## src/rtl/priority_encoder_stream.sv

```systemverilog
// rtl/priority_encoder_stream.sv - streams the indices of the set bits of each accepted vector, one beat per cycle
module priority_encoder_stream #(
  parameter int WIDTH = 16,
  parameter int SPLIT = 4,
  parameter bit MSB_FIRST = 1'b0,
  localparam int WIDTH_LOG = $clog2(WIDTH)
) (
  input  logic                 clk,
  input  logic                 rst,
  input  logic                 in_vld,
  output logic                 in_rdy,
  input  logic [WIDTH-1:0]     in_dat,
  output logic                 out_vld,
  input  logic                 out_rdy,
  output logic [WIDTH_LOG-1:0] out_idx,
  output logic                 out_lst,
  output logic                 out_emp
);

  localparam int NGRP = (WIDTH + SPLIT - 1) / SPLIT;
  localparam int PADW = NGRP * SPLIT;

  typedef enum logic [1:0] {IDLE, SCAN, ZERO} state_t;

  state_t               state, state_nxt;
  logic [WIDTH-1:0]     mask, mask_nxt;
  logic [WIDTH-1:0]     scan_vec;
  logic [PADW-1:0]      padded;
  logic [NGRP-1:0]      grp_any;
  logic [SPLIT-1:0]     grp_bits;
  int                   grp_sel;
  int                   bit_sel;
  logic [WIDTH_LOG-1:0] enc_idx;
  logic                 single;
  logic                 out_fire;
  logic                 in_acc;

  // Reversing the mask for MSB-first lets one lowest-set-bit encoder serve both orders.
  always_comb begin
    for (int i = 0; i < WIDTH; i++) begin
      scan_vec[i] = MSB_FIRST ? mask[WIDTH-1-i] : mask[i];
    end
  end

  always_comb begin
    padded = '0;
    padded[WIDTH-1:0] = scan_vec;
  end

  for (genvar g = 0; g < NGRP; g++) begin : g_grp
    assign grp_any[g] = |padded[g*SPLIT +: SPLIT];
  end

  // Two-level tree: first non-empty group of SPLIT bits, then first set bit inside it.
  always_comb begin
    grp_sel = 0;
    for (int g = NGRP - 1; g >= 0; g--) begin
      if (grp_any[g]) grp_sel = g;
    end
    grp_bits = padded[grp_sel*SPLIT +: SPLIT];
    bit_sel = 0;
    for (int b = SPLIT - 1; b >= 0; b--) begin
      if (grp_bits[b]) bit_sel = b;
    end
  end

  assign enc_idx = WIDTH_LOG'(MSB_FIRST ? (WIDTH - 1 - (grp_sel * SPLIT + bit_sel))
                                        : (grp_sel * SPLIT + bit_sel));
  assign single  = (mask != '0) && ((mask & (mask - WIDTH'(1))) == '0);

  assign out_vld  = (state != IDLE);
  assign out_emp  = (state == ZERO);
  assign out_lst  = ((state == SCAN) && single) || (state == ZERO);
  assign out_idx  = (state == SCAN) ? enc_idx : '0;
  assign out_fire = out_vld & out_rdy;
  assign in_rdy   = !rst && ((state == IDLE) || (out_fire && out_lst));
  assign in_acc   = in_vld & in_rdy;

  always_ff @(posedge clk) begin
    if (rst) begin
      state <= IDLE;
      mask  <= '0;
    end else begin
      state <= state_nxt;
      mask  <= mask_nxt;
    end
  end

  always_comb begin
    state_nxt = state;
    mask_nxt  = mask;
    case (state)
      IDLE: ;
      SCAN: begin
        if (out_fire) begin
          if (out_lst) begin
            state_nxt = IDLE;
            mask_nxt  = '0;
          end else begin
            mask_nxt = mask & ~(WIDTH'(1) << enc_idx);
          end
        end
      end
      ZERO: begin
        if (out_fire) state_nxt = IDLE;
      end
      default: begin
        state_nxt = IDLE;
        mask_nxt  = '0;
      end
    endcase
    // A new vector can only be accepted when idle or as the final beat leaves.
    if (in_acc) begin
      if (in_dat != '0) begin
        state_nxt = SCAN;
        mask_nxt  = in_dat;
      end else begin
        state_nxt = ZERO;
        mask_nxt  = '0;
      end
    end
  end

endmodule

```

## config.mk

```make
export PLATFORM = sky130hd
export DESIGN_NAME = priority_encoder_stream
export DESIGN_NICKNAME = d
export VERILOG_FILES = /design/src/rtl/priority_encoder_stream.sv
export SDC_FILE = /design/constraint.sdc
export NUM_CORES = 1
export LEC_CHECK = 0
export ABC_AREA = 1
export CAP_MARGIN = 20
export CORE_MARGIN = 10
export CORE_UTILIZATION = 50
export DETAILED_ROUTE_END_ITERATION = 16
export PLACE_DENSITY = 0.72
export SYNTH_ARGS = -nofsm -noshare
export SYNTH_HDL_FRONTEND = slang
export SYNTH_SLANG_ARGS = --single-unit
```

## constraint.sdc

```tcl
create_clock -name clk -period 5 [get_ports clk]
set_input_delay 1.25 -clock clk [delete_from_list [all_inputs] [get_ports clk]]
set_output_delay 1.25 -clock clk [all_outputs]
set_load 0.01 [all_outputs]
```

==> flow_summary.toml, run 1 <==
[clocking]
post_cts_resize_count = 0
cts_sinks = 18
cts_root_buffer = "clkbuf_4"
cts.clk_slew.worst_paths_ns = 0.12
clkLatencyLatePin_ns = 0.30
htreeDepth = 1
cts-buffers-inserted = 3
clockBufferDepth = 2
cts_tree = "yes"
cts_hold_buf = 0
post_cts_buffers = 0

[status]
status = "finished clean"

[layout]
final_common_cell = "nand2_1"
antennaDiodeCount = 0
fin_area_um2 = 2000
drive_gt1_share_pct = 7.10
nets = 345
area_growth_pct = 17.9
most-common-layout-cells = "nand2_1 (106), nor2_1 (36), inv_1 (34), nand4_1 (27), clkdlybuf4s50_1 (27)"

[grt]
grt_max_degree = 20
gr-usage-all-layers_pct = 16.1
antenna_found_initial = 0
globalRoute.totalOverflow = 0
grt_pass1_vias = 1841
grt_pass1_wl_mm = 8.45

[worst_setup_path]
crit_required_ns = 3.75
worstReg2RegEnd = "mask[5]"
worstSetupPathType = "flip-flop to output port"
cp.arrival_ns = 2.85
critical_path.startpoint_type = "flip-flop"
path_max_fanout = 8
r2r_slack_ns = 2.43
rr_startpoint = "mask[0]"
reg2reg_depth = 14
crit_path_end_kind = "output port"

[route]
routed_wl_mm = 4.84
drtIter0Drc = 194
viasPerCell = 5.30
dr.pass1.iters = 4
ant_nets = 0
drc = 0
wl_per_cell_um = 13.1
vias = 1962

[synthesis]
ys_warn_count = 0
synth_cells = 305
synth_area_um2 = 1690
synth.avg_cell_area_um2 = 5.55
ys_seq_area_share_pct = 21.3
yosysUniqueCellTypes = 32
ys_ff_latch = 18
synth_nets = 325

[pwr]
peakVddDrop_uv = 126
cellPowerDensity_nw_per_um2 = 238
cellLeakagePower_nw = 0.968

[place]
dpl_cell_area_um2 = 1960
io_buffers = 27
place_congestion = 0.933
dpl.hpwl_mm = 3.88

[floorplanning]
dieArea_um2 = 6120
die-width_um = 78.2
coreArea_um2 = 3310
start_util_pct = 51.2
die_h_um = 78.2
rows = 21
io_pins = 28

[hold_path]
hold_class = "flip-flop to flip-flop"
hp-start = "mask[10]"
hold_end = "mask[10]"
hold_path_depth = 2

[timing]
slew_viol_final = 0
hold_viol_final = 0
fin_crit_ns = 4.10
tightest_slew_ns = 0.562
fin_setup_tns_ns = 0
max-slew-margin-rel_pct = 62.4
finalClockSkew_ns = 0.00752
hold_slack_ns = 0.534
grt_setup_unrepaired = "no"
period_share_pct = 82.0
setup_violations = 0
max_freq_mhz = 244

[job]
drv_cap = 0
per-stage QoR:
step / std cells / worst slack [ns] / total power, mW / utilization, %
2_1_floorplan: 305 / 1.85 / 0.322 / -
3_3_place_gp: 366 / 1.21 / 0.384 / 59.2
3_5_place_dp: 366 / 1.16 / 0.383 / 59.2
4_1_cts: 370 / 0.958 / 0.476 / 60.3
5_1_grt: 370 / 0.633 / 0.512 / 60.3
6_report: 370 / 0.901 / 0.476 / 60.3
state kept, by name, summed over array words and instances (netlist names):
register,flops
mask,16
state,2
report_power, final:
part	internal (mW)	switching (mW)	total, mW
Sequential	0.150	0.0107	0.161
Combinational	0.0770	0.143	0.220
Clock	0.0444	0.0504	0.0948
cells by family (layout without fill, tap and decap cells):
family                 count (synthesis)  after routing  synth area share [%]
buffers and inverters                 51             70                  12.5
AO/OA/AOI/OAI                         34             34                  11.3
AND/OR/NAND/NOR                      202            202                  54.9
flip-flops                            18             18                  21.3
area by class of cell:
cell class / instances / area (µm²)
Clock buffer: 4 / 36.3
Fill cell: 362 / 1310
Inverter: 38 / 143
Multi-Input combinational cell: 236 / 1120
Sequential cell: 18 / 360
Tap cell: 46 / 57.6
Timing Repair Buffer: 28 / 278
layer usage:
layer	routed length (µm)	global-route usage (%)
met5	0	0
met4	73	5.56
met3	321	2.39
met2	2070	24.5
met1	2380	22.4
critical path: stages, from the launching register on:
cell and delay (ns):
dfxtp_1 0.39, nor2_1 0.25, nand2_1 0.11, nand2_1 0.08, nand2_1 0.04, nand2_1 0.22
inv_1 0.18, a221oi_1 0.40, a21oi_1 0.11, nor3b_1 0.20, clkdlybuf4s50_1 0.57
cells in the mapped netlist:
cell      count  area share (%)
o311ai_0      1            0.52
and3_1        2            0.74
nand3_2       1            0.59
o31ai_1       1            0.44
nand4_1      27              10
nor3b_1       1            0.44
nor2_2        6             2.2
dfxtp_1      18              21
o21bai_1      1            0.44
inv_2         2            0.44
nand2_4       3             2.0
a21oi_1      21             6.2
o211ai_1      2            0.89
nor2_4        1            0.66
nor3_1        2            0.59
a31oi_1       1            0.37
clkbuf_1      7             1.6
nor4_1        3             1.1
nand2_2       3             1.1
o21ai_0       3            0.89
nor2_1       36             8.0
a211oi_1      1            0.44
buf_6         2             1.3
o21ai_1       2            0.59
or2_2         1            0.37
nand3_4       1             1.0
buf_2         4             1.2
nand3_1       9             2.7
a221oi_1      1            0.52
inv_1        34             7.5
clkinv_1      2            0.44
nand2_1     106              23
worst max path at each step:
stage | start | endpoint | slack [ns] | depth (start not counted)
after global placement | out_rdy | in_rdy | 1.21 | 4
after detailed placement | out_rdy | in_rdy | 1.16 | 4
final | mask[12] | out_idx[0] | 0.90 | 10
after global routing | mask[8] | out_idx[0] | 0.63 | 12
after floorplan | rst | in_rdy | 1.85 | 3
after CTS | mask[12] | out_idx[0] | 0.96 | 10
Power figures use the tool's default switching activity.
==> inputs of run 2 (changes only) <==
--- a/config.mk
+++ b/config.mk
@@ -8,7 +8,7 @@
 export ABC_AREA = 1
 export CAP_MARGIN = 20
 export CORE_MARGIN = 10
-export CORE_UTILIZATION = 50
+export CORE_UTILIZATION = 48
 export DETAILED_ROUTE_END_ITERATION = 16
 export PLACE_DENSITY = 0.72
 export SYNTH_ARGS = -nofsm -noshare
==> constraint.sdc (replaced) <==
create_clock -name clk -period 3.54 [get_ports clk]
set_input_delay 0.885 -clock clk [delete_from_list [all_inputs] [get_ports clk]]
set_output_delay 0.885 -clock clk [all_outputs]
set_load 0.01 [all_outputs]
==> run 2 against run 1 <==
Net effect: flip-flop and latch count unchanged; clock power rose by 39%; worst setup slack worse by 0.67 ns; final cell count grew 2.2%; largest cell class unchanged; critical path type unchanged; register-to-register slack got worse by 1.4 ns; largest power group unchanged.
==> flow_summary.toml, run 2 (synthesis gave the netlist of run 1 again) <==
[route]
dr_wl_met2_mm = 2.28
viasPerCell = 5.36
vias = 2026
met1_length_mm = 2.50
wl_per_cell_um = 13.9
routed_wl_mm = 5.26
top_layer_used = "met4"
drc = 0
ant_nets = 0
drtIter0Drc = 202
wl_met3_um = 377
dr.pass1.iters = 4

[hold_path]
hold_path_depth = 2
hold_class = "flip-flop to flip-flop"

[job]
drv_cap = 0

[layout]
fin_area_um2 = 2090
most-common-layout-cells = "nand2_1 (105), nor2_1 (34), inv_1 (33), nand4_1 (27), clkdlybuf4s50_1 (25)"
largest_reg_flops = 16
reg_top3 = "mask (16), state (2)"
seq_area_um2 = 364
multiInputGateArea_um2 = 1150
antennaDiodeCount = 0
area_growth_pct = 23.3
regMostFlops = "mask"
nets = 353
fin_util_pct = 62.1
drive_gt1_share_pct = 12.3
n_fill_cell = 368
final_common_cell = "nand2_1"

[clocking]
cts_root_buffer = "clkbuf_4"
htreeDepth = 1
cts_sinks = 18
cts_hold_buf = 0
cts.clk_slew.worst_paths_ns = 0.11
cts-buffers-inserted = 3
clockBufferDepth = 2
clkLatencyLatePin_ns = 0.29
cts_tree = "yes"

[timing]
setup_violations = 0
fin_crit_ns = 3.31
fin_setup_tns_ns = 0
max_freq_mhz = 302
period_share_pct = 93.4
finalClockSkew_ns = 0.00140
hold_viol_final = 0
tightest_slew_ns = 0.598
max-slew-margin-rel_pct = 60.0
slew_viol_final = 0
grt_setup_unrepaired = "no"

[worst_setup_path]
crit_required_ns = 2.65
critical_path.startpoint_type = "flip-flop"
reg2reg_depth = 14
max_stage_delay_ns = 0.53
path_max_fanout = 5
slowest_stage = "clkdlybuf4s50_1"
path_cells = "nor2_4 -> nand2_2 -> inv_2 -> nand2_1 -> nor2_2 -> inv_1 -> a21oi_1 -> a221oi_2 -> a21oi_1 -> and3_1 -> clkdlybuf4s50_1"
worstSetupPathType = "flip-flop to output port"
path_common_cell = "a21oi_1"
crit_path_end_kind = "output port"
cp.arrival_ns = 2.42

[grt]
gr-usage-all-layers_pct = 17.0
globalRoute.totalOverflow = 0
grt_pass1_wl_mm = 8.80
antenna_found_initial = 0
grt_pass1_vias = 1868
grt_max_degree = 19

[pwr]
cellPowerDensity_nw_per_um2 = 333
cellLeakagePower_nw = 1.05
power_mw = 0.696
peakVddDrop_uv = 167

[place]
dpl.hpwl_mm = 4.16
place_congestion = 0.928
dpl_cell_area_um2 = 2010
io_buffers = 27

[status]
status = "finished clean"

[floorplanning]
dieArea_um2 = 6310
start_util_pct = 50.4
rows = 21
coreArea_um2 = 3360
die-width_um = 79.4
die_h_um = 79.4
io_pins = 28
==> run 2: changes by cell type in the layout (fill, tap and decap cells not counted), sizes merged <==
cell	delta
clkdlybuf4s50	-2
buf	+8
dlymetal6s2s	+2
==> run 2: area by class of cell <==
type	count	area share, %
multi-input cells	236	54.9
flip-flops and latches	18	17.4
repair buffers	36	16.4
inverters	38	6.83
well taps	46	2.75
clock buffers	4	1.74
==> run 2: what timing repair did <==
action,in CTS,in global routing
endpoints found under the setup margin,1,3
buffers inserted,0,1
pin swaps,0,1
resized for setup,2,10
==> run 2: routing by layer <==
| metal | vias up | global-route usage [%] |
|---|---|---|
| met5 | - | 0 |
| met4 | 0 | 4.84 |
| met3 | 8 | 3.04 |
| met2 | 68 | 26.7 |
| met1 | 901 | 22.9 |
| li1 | 1049 | - |
==> run 2: worst paths after layout <==
path	to	start	slack, ns
max	out_idx[1]	mask[1]	0.23
min	mask[8]	mask[8]	0.52
max reg2reg	mask[9]	mask[1]	1.03
min reg2reg	mask[8]	mask[8]	0.52
==> run 2: worst max-delay path: cells and delay by family (launching register included) <==
| family | cells | cell delay [ns] |
|---|---|---|
| AOI/OAI and AO/OA | 3 | 0.35 |
| and+or+nand+nor | 5 | 0.66 |
| DFF | 1 | 0.37 |
| buffers and inverters | 3 | 0.73 |
==> run 2: metrics by stage <==
| stage | std cells | hold WS, ns | setup WS [ns] |
|---|---|---|---|
| finish | 378 | 0.518 | 0.234 |
| global route | 378 | 0.545 | 0.0162 |
| CTS | 377 | 0.520 | 0.00865 |
| detailed placement | 373 | 0.504 | 0.256 |
| global placement | 373 | 0.495 | 0.297 |
| floorplan | 305 | 0.465 | 0.864 |
==> run 2: report_power, final <==
part	total, mW	switching (mW)	leakage, nW	internal, mW
clock	0.132	0.0694	0.0210	0.0626
combinational	0.340	0.223	0.879	0.117
sequential	0.224	0.0116	0.147	0.213
total	0.696	0.304	1.05	0.392
==> inputs of run 3 (changes only) <==
--- a/config.mk
+++ b/config.mk
@@ -10,6 +10,7 @@
 export CORE_MARGIN = 10
 export CORE_UTILIZATION = 48
 export DETAILED_ROUTE_END_ITERATION = 16
+export HOLD_SLACK_MARGIN = 0.06
 export PLACE_DENSITY = 0.72
 export SYNTH_ARGS = -nofsm -noshare
 export SYNTH_HDL_FRONTEND = slang
==> results of run 3 <==
Same layout as run 2: the final DEF is identical, and so are final timing and power.
